$ cat src/rtl/video_write_queue.sv
// Character write queue between the CPU OUTCHAR path and the framebuffer write port.
// Writes drain only during blanking; `define VIDEO_CLEAR_EN adds a hardware screen-clear sweep.
module video_write_queue #(
    parameter int unsigned DEPTH        = 16,
    parameter int unsigned ADDR_W       = 11,
    parameter int unsigned SCREEN_CHARS = 1200,
    parameter logic [15:0] BLANK_CHAR   = 16'h0000
) (
    input  logic                     wire_clock,
    input  logic                     wire_reset,
    input  logic                     videoflag,
    input  logic [15:0]              bus_vga_pos,
    input  logic [15:0]              bus_vga_char,
    input  logic                     wire_blank,
    input  logic                     clear_req,
    output logic                     fb_we,
    output logic [ADDR_W-1:0]        fb_addr,
    output logic [15:0]              fb_data,
    output logic                     fifo_full,
    output logic [$clog2(DEPTH):0]   fifo_level,
    output logic                     overflow,
    output logic                     range_err,
    output logic                     clear_busy
);

    localparam int unsigned PTR_W = $clog2(DEPTH);
    localparam int unsigned LVL_W = PTR_W + 1;

    typedef enum logic [1:0] {
        IDLE  = 2'd0,
        DRAIN = 2'd1,
        CLEAR = 2'd2
    } state_t;

    state_t            state;
    logic              vflag_q;
    logic [PTR_W-1:0]  wr_ptr;
    logic [PTR_W-1:0]  rd_ptr;
    logic [ADDR_W-1:0] mem_addr [DEPTH];
    logic [15:0]       mem_data [DEPTH];

    logic              push_req_c;
    logic              in_range_c;
    logic              pop_c;
    logic              push_c;
    logic              drop_c;
    logic [LVL_W-1:0]  level_nxt_c;

    // A request is one rising edge of videoflag; a pop is any blanking cycle with data outside a sweep.
    always_comb begin
        push_req_c  = videoflag & ~vflag_q;
        in_range_c  = bus_vga_pos < 16'(SCREEN_CHARS);
        pop_c       = (state != CLEAR) && (fifo_level != '0) && wire_blank;
        push_c      = push_req_c && in_range_c && (!fifo_full || pop_c);
        drop_c      = push_req_c && in_range_c && fifo_full && !pop_c;
        level_nxt_c = fifo_level + LVL_W'(push_c) - LVL_W'(pop_c);
    end

    // Queue storage carries no reset; validity is tracked by the pointers.
    always_ff @(posedge wire_clock) begin
        if (push_c) begin
            mem_addr[wr_ptr] <= bus_vga_pos[ADDR_W-1:0];
            mem_data[wr_ptr] <= bus_vga_char;
        end
    end

`ifdef VIDEO_CLEAR_EN
    logic [ADDR_W-1:0] clear_ctr;
`else
    logic unused_clear_req;
    assign unused_clear_req = clear_req;
    assign clear_busy       = 1'b0;
`endif

    always_ff @(posedge wire_clock or posedge wire_reset) begin
        if (wire_reset) begin
            state      <= IDLE;
            vflag_q    <= 1'b0;
            wr_ptr     <= '0;
            rd_ptr     <= '0;
            fifo_level <= '0;
            fifo_full  <= 1'b0;
            overflow   <= 1'b0;
            range_err  <= 1'b0;
            fb_we      <= 1'b0;
            fb_addr    <= '0;
            fb_data    <= '0;
`ifdef VIDEO_CLEAR_EN
            clear_ctr  <= '0;
            clear_busy <= 1'b0;
`endif
        end else begin
            vflag_q    <= videoflag;
            fifo_level <= level_nxt_c;
            fifo_full  <= (level_nxt_c == LVL_W'(DEPTH));
            fb_we      <= 1'b0;

            if (push_c) begin
                wr_ptr <= wr_ptr + PTR_W'(1);
            end
            if (pop_c) begin
                rd_ptr  <= rd_ptr + PTR_W'(1);
                fb_we   <= 1'b1;
                fb_addr <= mem_addr[rd_ptr];
                fb_data <= mem_data[rd_ptr];
            end
            if (push_req_c && !in_range_c) begin
                range_err <= 1'b1;
            end
            if (drop_c) begin
                overflow <= 1'b1;
            end

`ifdef VIDEO_CLEAR_EN
            // Sweep one blank word per blanking cycle; queued writes resume afterwards.
            if (state == CLEAR) begin
                if (wire_blank) begin
                    fb_we   <= 1'b1;
                    fb_addr <= clear_ctr;
                    fb_data <= BLANK_CHAR;
                    if (clear_ctr == ADDR_W'(SCREEN_CHARS - 1)) begin
                        clear_busy <= 1'b0;
                        state      <= (level_nxt_c != '0) ? DRAIN : IDLE;
                    end else begin
                        clear_ctr <= clear_ctr + ADDR_W'(1);
                    end
                end
            end else if (clear_req) begin
                state      <= CLEAR;
                clear_ctr  <= '0;
                clear_busy <= 1'b1;
            end else
`endif
            state <= (level_nxt_c != '0) ? DRAIN : IDLE;
        end
    end

endmodule

$ cat config.mk
export PLATFORM = sky130hd
export DESIGN_NAME = video_write_queue
export DESIGN_NICKNAME = d
export VERILOG_FILES = /design/src/rtl/video_write_queue.sv
export SDC_FILE = /design/constraint.sdc
export NUM_CORES = 1
export LEC_CHECK = 0
export BUFFER_PORTS_ARGS = -buffer_cell sky130_fd_sc_hd__buf_2
export CAP_MARGIN = 10
export CORE_ASPECT_RATIO = 1.4
export CORE_MARGIN = 5
export CORE_UTILIZATION = 61
export DETAILED_ROUTE_END_ITERATION = 8
export PLACE_DENSITY = 0.82
export RECOVER_POWER = 50
export SLEW_MARGIN = 20
export SYNTH_ARGS = -nofsm -noshare
export SYNTH_HDL_FRONTEND = slang
export SYNTH_SLANG_ARGS = --single-unit
export TNS_END_PERCENT = 1
$ cat constraint.sdc
create_clock -name wire_clock -period 4.45 [get_ports wire_clock]
set_input_delay 0.2225 -clock wire_clock [delete_from_list [all_inputs] [get_ports wire_clock]]
set_output_delay 0.2225 -clock wire_clock [all_outputs]
set_load 0.02 [all_outputs]
==> metrics.md <==
| Metric | Value |
|---|---|
| Status | finished with violations |
| Failing checks | capacitance limit, slew limit |
| Core area | between 20000 and 30000 um2 |
| Final cell count without fillers | between 1000 and 1500 |
| Clk pin slew, worst setup/hold paths | 0.06 ns |
| Via count | around 8800 |
| Avg WL per Cell | between 20 and 30 um |
| Post-synthesis compound-gate area fraction | roughly 2.7% |
| Area growth syn-to-layout | 12.0% |
| Relative slew margins | -109% |
| CP endpoint kind | register |
| Count of flip-flops with a built-in enable after synthesis | 432 |
| Largest family of logic cells by synthesized area | multiplexers |
| Mean post-synth cell area | 22.1 um2 |
| Crit path max-delay family | simple AND/OR/NAND/NOR gates |
| Netlist cell types | 44 |
| Yosys top cell by area | edfxtp_1 |
| Worst slew pin tran | about 3.1 ns |
| Max-capacitance violation count | 1 |
| Xor/xnor share of the synthesized area | less than 1% |
| CTS resizes | 0 |
| FFs w/ async S/R, synth | 9.43% |
| First-pass GRT wire length | 59200 um |
| Postcts setup bufs | 0 |
| Register area | roughly 14000 um2 |
| Critical Path RT | ~4.9 ns |
| RSZ-0062 raised after global routing | false |
| Overall Global Routing Usage | 24.0% |
| IO Pins | between 70 and 80 |
| Post-synthesis sequential area ratio | between 70 and 80% |
| Hold Crit Class | in -> reg |
| Mapped Area | between 15000 and 20000 um2 |
| Nets | 980 |
| Root Buffer | clkbuf_16 |
| Height of the die | around 210 um |
| Synth Area in Adders | less than 1% |
| WHS Endpoint | wr_ptr[3] |
| CTS Buffer Depth | 3 |
| Synth Net Count | roughly 880 |
| Cell Pwr Density | between 500 and 600 nW/um2 |
| CTS Hold Bufs | 2 |
| Crit Path Category | reg -> reg |
| Top post-synthesis cells by area | edfxtp_1 71%, mux4_2 13%, dfrtp_1 6.2% |
| TritonCTS Sinks | ~480 |
| Max VDD drop | approximately 420 uV |
| Multi-input combinational cell area | between 3000 and 4000 um2 |
| Pre-CTS setup slack | 0.730 ns |
| P_leak | 0.00670 uW |
| Worst-path maximum fanout | 11 |
| Finished Cell Area | about 21000 um2 |
| Worst Hold Depth | 4 |
| Row count | 75 |
| CP cell instances | inv_1, ha_1, nor4b_1, o21ai_0, and3_4, inv_4, ha_1, inv_1, ha_1, inv_1, fa_1, nand2b_1, a21oi_1, nor3_1, nor4b_1 |
| Worst R2R Start | fifo_level[3] |
| WP buf/inv | 4 |
| Worst R2R Setup Slack | about 0.53 ns |
| Worst Hold Slack | 0.128 ns |
| Post-synth top flop | edfxtp_1 |
| Worst Path Arrival | around 4.4 ns |
| Synth Area in Simple Gates | 2.28% |
| Die footprint | 33600 um2 |
| CP peak stage delay | around 0.66 ns |
| FMAX | around 250 MHz |
| H-tree Lvls | 2 |
| Yosys top cell area share | 70.9% |
| Antenna cells | 0 |
| DP Cell Count | roughly 1300 |
| Fin crit share | between 80% and 90% |
| Final wirelength | 39300 um |
| Post-synth top cells | 432 x edfxtp_1, 108 x mux4_2, 45 x dfrtp_1 |
| Placed Area | around 19000 um2 |
| CTS tree | done |
| Vias in the first global route | about 9500 |
| Initial detailed-routing violation count | 801 |
| Ys Warns | 0 |
| Dpl hpwl | 21400 um |
| Reg2reg path depth | 15 |
| # DRC | 0 |
| Reg2Reg Capture Point | fifo_full |
| Largest net degree at the start of global routing | 56 |
| Worst clock skew | between 0.015 and 0.02 ns |
| Final Setup Violations | 0 |
| Post-route ant nets | 0 |
| Clock Latency Late Sink | 0.55 ns |
| Routed vias/inst | 6.55 |
| Initial core utilization | 61.4% |
| Syn Inst Count | 829 |
| Critical path's slowest cell | nor4b_1 |
| Startpoint types | register |
| Grt ovf | 0 |
| Total CTS buffers | 42 |
| Die X | 156 um |
| Mux cell area share after synthesis | 15.0% |
| Hold path start | bus_vga_pos[15] |
| Final setup TNS | 0 ns |
| Final Hold Viols | 0 |
| Most frequent cell after synthesis | edfxtp_1 |
| Yosys reg bits | roughly 480 |
| GP Congestion | around 0.80 |
| Slew Limit Fails | 46 |
| # port buffers | 71 |
| Worst Slack Setup Final | 0.526 ns |
| Final min period | a little under 4 ns |
| Initial antenna violation count | 2 |
| Pre-antenna DRT Iters | 5 |
| Fill cell count | about 1800 |
| Share of layout cells above drive strength 1 | between 20% and 30% |
flip-flops by register name (all words and copies together) (netlist names):
name and count:
rd_ptr 4, overflow 1, range_err 1, mem_addr 176, fb_data 16, wr_ptr 4, fb_addr 11, fifo_level 5
fb_we 1, fifo_full 1, vflag_q 1, mem_data 256
worst reg2reg max path, stage by stage, from the launching register on:
cell and delay (ns):
dfrtp_1 0.41, inv_1 0.09, ha_1 0.17, nor4b_1 0.66, o21ai_0 0.33, and3_4 0.32, inv_4 0.14, ha_1 0.25
inv_1 0.07, ha_1 0.16, inv_1 0.06, fa_1 0.42, nand2b_1 0.16, a21oi_1 0.22, nor3_1 0.09, nor4b_1 0.28
where the power goes:
group          internal [uW]  leakage [uW]  switching [uW]
combinational           1400       0.00164            1310
clock                   2010      0.000660            1520
sequential              5070       0.00440             458
total                   8490       0.00670            3290
layout make-up:
cell class	count	area share (%)
Clock inverter	14	0.592
Clock buffer	64	5.94
Tap cell	385	2.35
Multi-Input combinational cell	293	19.3
Sequential cell	477	68.8
Timing Repair Buffer	102	2.79
Inverter	15	0.287
cells in the final DEF (no fill, tap or decap), types with 2 or more instances in the layout:
cell | synthesis | layout
o22ai_1 | 43 | 43
inv_1 | 14 | 14
edfxtp_1 | 432 | 432
buf_2 | 22 | 27
a21o_1 | 12 | 12
and4_1 | 4 | 4
dlygate4sd3_1 | 0 | 2
mux2i_1 | 11 | 11
nor4b_1 | 2 | 2
nor2_1 | 18 | 18
clkbuf_1 | 6 | 62
and4b_2 | 0 | 4
a21oi_1 | 3 | 3
xnor2_1 | 8 | 8
or2_2 | 2 | 2
clkbuf_16 | 0 | 45
clkinv_1 | 0 | 2
mux2_2 | 16 | 16
buf_12 | 0 | 3
nor3b_2 | 0 | 4
ha_1 | 11 | 11
nor3_1 | 2 | 2
nand2b_1 | 3 | 3
nor4b_4 | 0 | 4
dfrtp_4 | 0 | 3
nand4_1 | 5 | 5
mux4_2 | 108 | 108
bufinv_16 | 0 | 2
a211oi_1 | 12 | 12
clkbuf_8 | 0 | 2
nand2_1 | 5 | 5
buf_4 | 14 | 25
dfrtp_1 | 45 | 42
clkinv_2 | 0 | 9
cell families after synthesis:
logic type / after synthesis
adders and majority gates: 12
and+or+nand+nor: 61
other: 1
DFF: 477
xor gates and xnor gates: 9
buffers and inverters: 59
muxes: 136
AOI/OAI and AO/OA: 74
through the flow:
stage | total power (uW) | utilization [%]
finish | 11800 | 68.7
global route | 12300 | 68.7
CTS | 11900 | 68.9
detailed placement | 8350 | 64.4
global placement | 8260 | 64.4
floorplan | 7620 | -
how the worst max path moves through the flow:
| stage | start | to | slack, ns | cells after the start |
|---|---|---|---|---|
| after floorplan | fifo_level[2] | mem_addr[5][0] | 0.53 | 6 |
| after global placement | fifo_level[3] | fifo_full | 0.85 | 15 |
| after detailed placement | fifo_level[2] | fifo_full | 0.73 | 15 |
| after CTS | fifo_level[3] | fifo_full | 0.69 | 15 |
| after global routing | fifo_level[3] | fifo_full | 0.25 | 15 |
| final | fifo_level[3] | fifo_full | 0.53 | 15 |
metal layers:
layer  up-vias  part of all wire, %  global-route usage [%]
met1      4631                   35                    30.7
met2       426                   54                    41.8
met5         -                0.033                       0
met4         2                  3.7                    8.63
li1       3682                    -                       -
met3       104                  7.0                    4.00
Power figures use the tool's default switching activity.
